[config.mk]
export PLATFORM = sky130hd
export DESIGN_NAME = issue_hazard_ctrl
export DESIGN_NICKNAME = d
export VERILOG_FILES = /design/src/rtl/issue_hazard_ctrl.sv
export SDC_FILE = /design/constraint.sdc
export NUM_CORES = 1
export LEC_CHECK = 0
export ABC_AREA = 1
export BUFFER_PORTS_ARGS = -buffer_cell sky130_fd_sc_hd__clkbuf_2
export CAP_MARGIN = 20
export CORE_MARGIN = 4
export CORE_UTILIZATION = 31
export DETAILED_ROUTE_END_ITERATION = 12
export REMOVE_ABC_BUFFERS = 1
export SYNTH_ARGS = -nofsm -noshare
export SYNTH_HDL_FRONTEND = slang
export SYNTH_SLANG_ARGS = --single-unit
[constraint.sdc]
create_clock -name clk -period 2.85 [get_ports clk]
set_input_delay 0.855 -clock clk [delete_from_list [all_inputs] [get_ports clk]]
set_output_delay 0.855 -clock clk [all_outputs]
set_load 0.005 [all_outputs]
[src/rtl/issue_hazard_ctrl.sv]
// issue_hazard_ctrl: decode-stage issue gate. Checks operand readiness
// against the register scoreboard, sequences branch flushes and cache-miss
// holds, and keeps saturating stall/hazard performance counters.
module issue_hazard_ctrl #(
  parameter int unsigned FLUSH_CYCLES = 2,
  parameter int unsigned CNT_W        = 8
) (
  input  logic             clk,
  input  logic             reset,
  input  logic [7:0]       sb_ready,
  input  logic             de_valid,
  input  logic             de_uses_sr1,
  input  logic             de_uses_sr2,
  input  logic             de_uses_dest,
  input  logic [2:0]       de_sr1,
  input  logic [2:0]       de_sr2,
  input  logic [2:0]       de_dest,
  input  logic             mem_miss,
  input  logic             br_taken,
  output logic             issue,
  output logic             stall,
  output logic             flush,
  output logic             claim,
  output logic [2:0]       claim_reg,
  output logic [2:0]       hazard_reg,
  output logic [CNT_W-1:0] stall_cycles,
  output logic [CNT_W-1:0] hazard_events
);

  typedef enum logic [1:0] {RUN, HAZARD, MISS, FLUSH} state_t;

  // Count loaded on a taken branch; FLUSH exits on the cycle it reads zero,
  // so the state is held for exactly FLUSH_CYCLES cycles.
  localparam logic [3:0]       FLUSH_LOAD = 4'(FLUSH_CYCLES - 1);
  localparam logic [CNT_W-1:0] CNT_MAX    = '1;

  state_t     state, state_nxt;
  logic [3:0] flush_cnt, flush_cnt_nxt;
  logic       blk_sr1, blk_sr2, blk_dest;
  logic       hazard, enter_hazard, run_like;
  logic [2:0] first_blk;

  // A source that matches this instruction's own dest is judged purely on
  // the scoreboard bit; there is no self-forwarding path.
  assign blk_sr1  = de_uses_sr1  & ~sb_ready[de_sr1];
  assign blk_sr2  = de_uses_sr2  & ~sb_ready[de_sr2];
  assign blk_dest = de_uses_dest & ~sb_ready[de_dest];
  assign hazard   = de_valid & (blk_sr1 | blk_sr2 | blk_dest);

  // Next state: branch beats miss beats the per-state rule.
  always_comb begin
    state_nxt     = state;
    flush_cnt_nxt = flush_cnt;
    if (br_taken) begin
      state_nxt     = FLUSH;
      flush_cnt_nxt = FLUSH_LOAD;
    end else if (mem_miss) begin
      state_nxt     = MISS;
      flush_cnt_nxt = '0;
    end else begin
      case (state)
        FLUSH: begin
          if (flush_cnt == 4'd0) state_nxt = RUN;
          else                   flush_cnt_nxt = flush_cnt - 4'd1;
        end
        MISS:    state_nxt = RUN;
        default: state_nxt = hazard ? HAZARD : RUN;
      endcase
    end
  end

  // Operand reported as the hazard cause: sr1, then sr2, then dest.
  always_comb begin
    first_blk = de_dest;
    if (blk_sr1)      first_blk = de_sr1;
    else if (blk_sr2) first_blk = de_sr2;
  end

  assign enter_hazard = (state == RUN) & (state_nxt == HAZARD);
  assign run_like     = (state == RUN) | (state == HAZARD);

  // Issue releases in the same cycle a hazard clears; reset masks all
  // pipeline controls regardless of the stored state.
  assign issue     = ~reset & de_valid & ~hazard & ~mem_miss & ~br_taken & run_like;
  assign stall     = ~reset & de_valid & ~issue;
  assign flush     = ~reset & (br_taken | (state == FLUSH));
  assign claim     = issue & de_uses_dest;
  assign claim_reg = de_dest;

  // State register and flush countdown.
  always_ff @(posedge clk) begin
    if (reset) begin
      state     <= RUN;
      flush_cnt <= '0;
    end else begin
      state     <= state_nxt;
      flush_cnt <= flush_cnt_nxt;
    end
  end

  // Hazard cause capture and saturating performance counters.
  always_ff @(posedge clk) begin
    if (reset) begin
      hazard_reg    <= '0;
      stall_cycles  <= '0;
      hazard_events <= '0;
    end else begin
      if (enter_hazard) hazard_reg <= first_blk;
      if (stall && stall_cycles != CNT_MAX)
        stall_cycles <= stall_cycles + CNT_W'(1);
      if (enter_hazard && hazard_events != CNT_MAX)
        hazard_events <= hazard_events + CNT_W'(1);
    end
  end

endmodule

; Yosys cells after proc, flatten, opt, wreduce, memory -nomap -nowiden
; Cells that the tools add are included.
[word_totals]
in_bits = 25
register_bits = 25
elab_cells = 70
[classes]
reduce_logical = 8
bitwise = 26
mux = 17
add_sub_neg = 3
magnitude_cmp = 3
eq_ne = 7
[op_table]
columns = operator, count
row1 = "adder 8 x 1 -> 8 bit, second input constant", 2
row2 = "inequality test 8 bit, second input constant", 2
row3 = bitwise AND 1 bit, 13
row4 = "< comparator 3 x 4 -> 1 bit, second input constant", 3
row5 = binary-select mux 1 bit (select 3 bit), 3
row6 = inverter 1 bit, 9
row7 = two-way mux 1 bit, 8
row8 = two-way mux 2 bit, 3
row9 = two-way mux 3 bit, 2
row10 = "== test 2 x 1 -> 1 bit, second input constant", 2
row11 = "== test 2 bit, second input constant", 2
row12 = logical NOT 4 bit, 1
row13 = bitwise OR 1 bit, 4
row14 = one-hot mux 2 bit (2 select lines), 1
row15 = AND reduction 2 bit, 2
row16 = "subtractor 4 x 1 -> 4 bit, second input constant", 1
row17 = "inequality test 3 bit, second input constant", 1
row18 = nonzero test 3 bit, 1
row19 = OR reduction 3 bit, 1
row20 = logical AND 1 bit, 2
row21 = logical NOT 2 bit, 1

; Depth between registers and ports, before layout
[logic_depth]
word_depth = 15
ltp_mapped = 14
depth_no_buf = 13

; Worst setup path before layout
; Ideal clock, no wire load.
[synth_timing]
path_kind = input port to output port
from = input port reset
to = output port stall
path_slack_ps = 223
n_path_buf = 1
cell_stages = 7
required_time_ps = 1995
t_arrival_ps = 1772
path_cell_list = clkbuf_1 inv_1 nand2_1 nor3_1 nand4_2 inv_1 nor3_1
[synth_between]
elab_chain_len = 8
[synth_lines]
columns = item, line_no
row1 = "start, declared", 9  ; input logic reset,
row2 = inverter 1 bit, 84  ; assign issue = ~reset & de_valid & ~hazard & ~mem_miss & ~br_taken & run_like;
row3 = bitwise AND 1 bit (5 in a row), 84
row4 = named net issue, 20  ; output logic issue,
row5 = inverter 1 bit, 85  ; assign stall = ~reset & de_valid & ~issue;
row6 = bitwise AND 1 bit, 85
row7 = "end, declared", 21  ; output logic stall,
; The timed path passes the listed nets, and every way through them passes these cells.

; Worst setup path in the final report
[layout_timing]
from = input port de_dest[0]
to = output port stall
[layout_between]
elab_chain_len = 13
[layout_lines]
columns = item, line_no
row1 = "start, declared", 17  ; input logic [2:0] de_dest,
row2 = binary-select mux 1 bit (select 3 bit), 47  ; assign blk_dest = de_uses_dest & ~sb_ready[de_dest];
row3 = two-way mux 1 bit (implied by the code), 47
row4 = inverter 1 bit, 47
row5 = bitwise AND 1 bit, 47
row6 = bitwise OR 1 bit, 48  ; assign hazard = de_valid & (blk_sr1 | blk_sr2 | blk_dest);
row7 = bitwise AND 1 bit, 48
row8 = inverter 1 bit, 84
row9 = bitwise AND 1 bit (4 in a row), 84
row10 = inverter 1 bit, 85
row11 = bitwise AND 1 bit, 85
; No other way between the ends. The select of a mux whose other input is x is not followed.

==> metrics <==
fin crit period 2.68 ns; cell row count 26; Rel. slew slack 61.6%; Sink Count 25; CTS tree yes; CP max stage delay ~0.15 ns; RSZ-0062 raised after global routing no; P_sw 213 uW; initial core utilization 33.0%; maxcap violations 0; register share of total power 50.1%; CP Capture Type output port; Via density 4.61; max-slew violations 0; status complete, no violations; DRT Pass-1 Iters 4; global-route wire length before repair 7300 um; sequential fraction of the synthesis area 29.0%; Fill cells between 500 and 600; vias in the first global route between 1500 and 2000; Mapped Area 0.00173 mm^2; Worst Path Required 2.00 ns; clock buffer count from CTS 3; clock slew at reported path FFs roughly 0.09 ns; f_max 374 MHz; Internal Dissipation around 520 uW; Top-Level Pins 51; DRT antenna net count 0; DPL Wire Length 3490 um; Final Hold Violating Endpoints 0; fin crit share a little over nine tenths; CP Max Fanout 7; Buffers & Inverters on Critical Path 4; hold buffers post-CTS 0; Clock Path Buffers 2; Nets 354; Yosys cell types 29; Setup Viol. Count Final 0; post-layout util 40.5%; drt initial violations 59; LEAKAGE roughly 1.1 nW; routed vias 1820; VDD IR max 367 uV; Total GRT Usage 13.4%; average wire per standard cell 11.0 um; IO Port Bufs 50; Comb pwr share 21.1%; floorplan core area 0.00524 mm^2; Die X-Extent 82.6 um; Post-Syn Area per Cell 6.35 um^2; final WL 4360 um; Root Buffer clkbuf_8; Largest regs hazard_events x8, stall_cycles x8, flush_cnt x4; Worst setup SP type input port; CP Cell Sequence clkbuf_2, inv_2, nand2_1, nand3_1, nand3_1, nand3_2, nand4_2, inv_1, nor3_1, clkbuf_2; clk_skew 0.00242 ns; critical path class in2out; Fin Setup TNS 0 ns; CP max-delay cell clkbuf_2; yosys warns 0; Switching Share 29.2%; die height roughly 83 um; register bit total from synthesis 25; global route overflow 0; Clk Latency, worst-skew pair between 0.2 and 0.3 ns; Clock power frac 28.8%; ant diodes 0; antenna violations before repair 0; Die ar. 0.00683 mm^2; Cell Pwr Density roughly 340 mW/mm^2; H-tree depth 1; Worst path top cell family by delay simple AND/OR/NAND/NOR gates; largest net degree at the start of global routing 16; fraction of layout cells with a size suffix above 1 25.2%; DRC 0; Least-Margin Pin Slew 0.574 ns; critical path arrival 1.82 ns; Cells after Synth around 270; Hold Path Class reg2reg; routability congestion estimate from global placement 0.896; Syn-to-layout area delta 22.8%
stage by stage:
| step | hold WS, ns | setup slack (ns) | cells | power (mW) | cell area [um^2] |
|---|---|---|---|---|---|
| 2_1_floorplan | 0.477 | 0.209 | 264 | 0.459 | 1670 |
| 3_3_place_gp | 0.473 | 0.163 | 391 | 0.526 | 2060 |
| 3_5_place_dp | 0.475 | 0.128 | 391 | 0.527 | 2060 |
| 4_1_cts | 0.490 | 0.127 | 395 | 0.742 | 2110 |
| 5_1_grt | 0.512 | 0.00552 | 395 | 0.774 | 2120 |
| 6_report | 0.486 | 0.174 | 395 | 0.730 | 2120 |
timing repair:
item	CTS	global route
resized for setup	0	2
endpoints found under the setup margin	0	1
buffers inserted	0	0
layer usage:
| metal | routed length [um] | GRT usage (%) |
|---|---|---|
| met2 | 2010 | 22.5 |
| met1 | 2160 | 17.9 |
| met5 | 0 | 0 |
| met4 | 19 | 2.45 |
| met3 | 178 | 2.60 |
cells in the mapped netlist:
| cell type | instances | area [um^2] |
|---|---|---|
| nor2_1 | 38 | 143 |
| xnor2_1 | 2 | 17.5 |
| nand2_1 | 71 | 267 |
| o211ai_1 | 2 | 15.0 |
| nor4_1 | 1 | 6.26 |
| nor3_1 | 9 | 45.0 |
| o21ai_0 | 6 | 30.0 |
| clkbuf_1 | 3 | 11.3 |
| nand2_2 | 1 | 6.26 |
| nand3_2 | 6 | 60.1 |
| o21ai_1 | 1 | 5.00 |
| inv_2 | 5 | 18.8 |
| inv_1 | 35 | 131 |
| nand4_1 | 11 | 68.8 |
| nand3_1 | 26 | 130 |
| nand2_4 | 1 | 11.3 |
| nand3b_1 | 1 | 7.51 |
| nand4_2 | 1 | 12.5 |
| nor2_2 | 1 | 6.26 |
| buf_6 | 1 | 11.3 |
| dfxtp_1 | 25 | 500 |
| a21boi_2 | 1 | 11.3 |
| ha_1 | 3 | 37.5 |
| xor2_1 | 5 | 43.8 |
| a211oi_1 | 1 | 7.51 |
| nand3_4 | 3 | 52.6 |
| buf_4 | 3 | 22.5 |
| a21oi_1 | 8 | 40.0 |
| clkbuf_4 | 1 | 7.51 |
worst min-delay path, delay by kind of cell (launching register included):
family / cells / cell delay [ns]
flip-flops: 1 / 0.32
AND/OR/NAND/NOR: 2 / 0.14
cell families after synthesis:
logic type                 synth area share (%)
xor gates and xnor gates                   3.55
adders and majority gates                  2.17
and+or+nand+nor                            47.2
AOI/OAI and AO/OA                          6.30
buffers and inverters                      11.7
DFF                                        29.0
worst paths after layout:
check                             start                             to  slack [ns]  depth (start not counted)
min          hazard_reg[2]$_SDFFE_PP0P_     hazard_reg[2]$_SDFFE_PP0P_        0.49                          2
max                          de_dest[0]                          stall        0.17                         10
max reg2reg   flush_cnt[0]$_SDFFE_PP0P_  hazard_events[1]$_SDFFE_PP0P_        1.02                         13
min reg2reg  hazard_reg[2]$_SDFFE_PP0P_     hazard_reg[2]$_SDFFE_PP0P_        0.49                          2
power by group through the flow:
stage	registers, mW	clock network [mW]	logic [mW]
after CTS	0.366	0.222	0.154
after global placement	0.374	0	0.152
after floorplan	0.373	0	0.0858
final	0.366	0.210	0.154
after global routing	0.367	0.232	0.174
after detailed placement	0.374	0	0.153
layout make-up:
cell class / instances / area, um^2 / area share, %
Tap cell: 70 / 87.6 / 4.13
Timing Repair Buffer: 57 / 303 / 14.3
Sequential cell: 25 / 500 / 23.6
Clock buffer: 3 / 41.3 / 1.95
Inverter: 40 / 150 / 7.08
Multi-Input combinational cell: 199 / 1030 / 48.7
Clock inverter: 1 / 5.00 / 0.236
cells in the final DEF, fill, tap and decap left out, drive strengths merged, types with 3 or more instances in the layout:
cell	synthesis	final
nand2	73	73
clkbuf	4	53
inv	40	40
nor2	39	39
nand3	35	35
dfxtp	25	25
nand4	12	12
nor3	9	9
a21oi	8	8
buf	4	7
o21ai	7	7
xor2	5	5
ha	3	3
No activity file was read; power rests on OpenSTA's default activity.
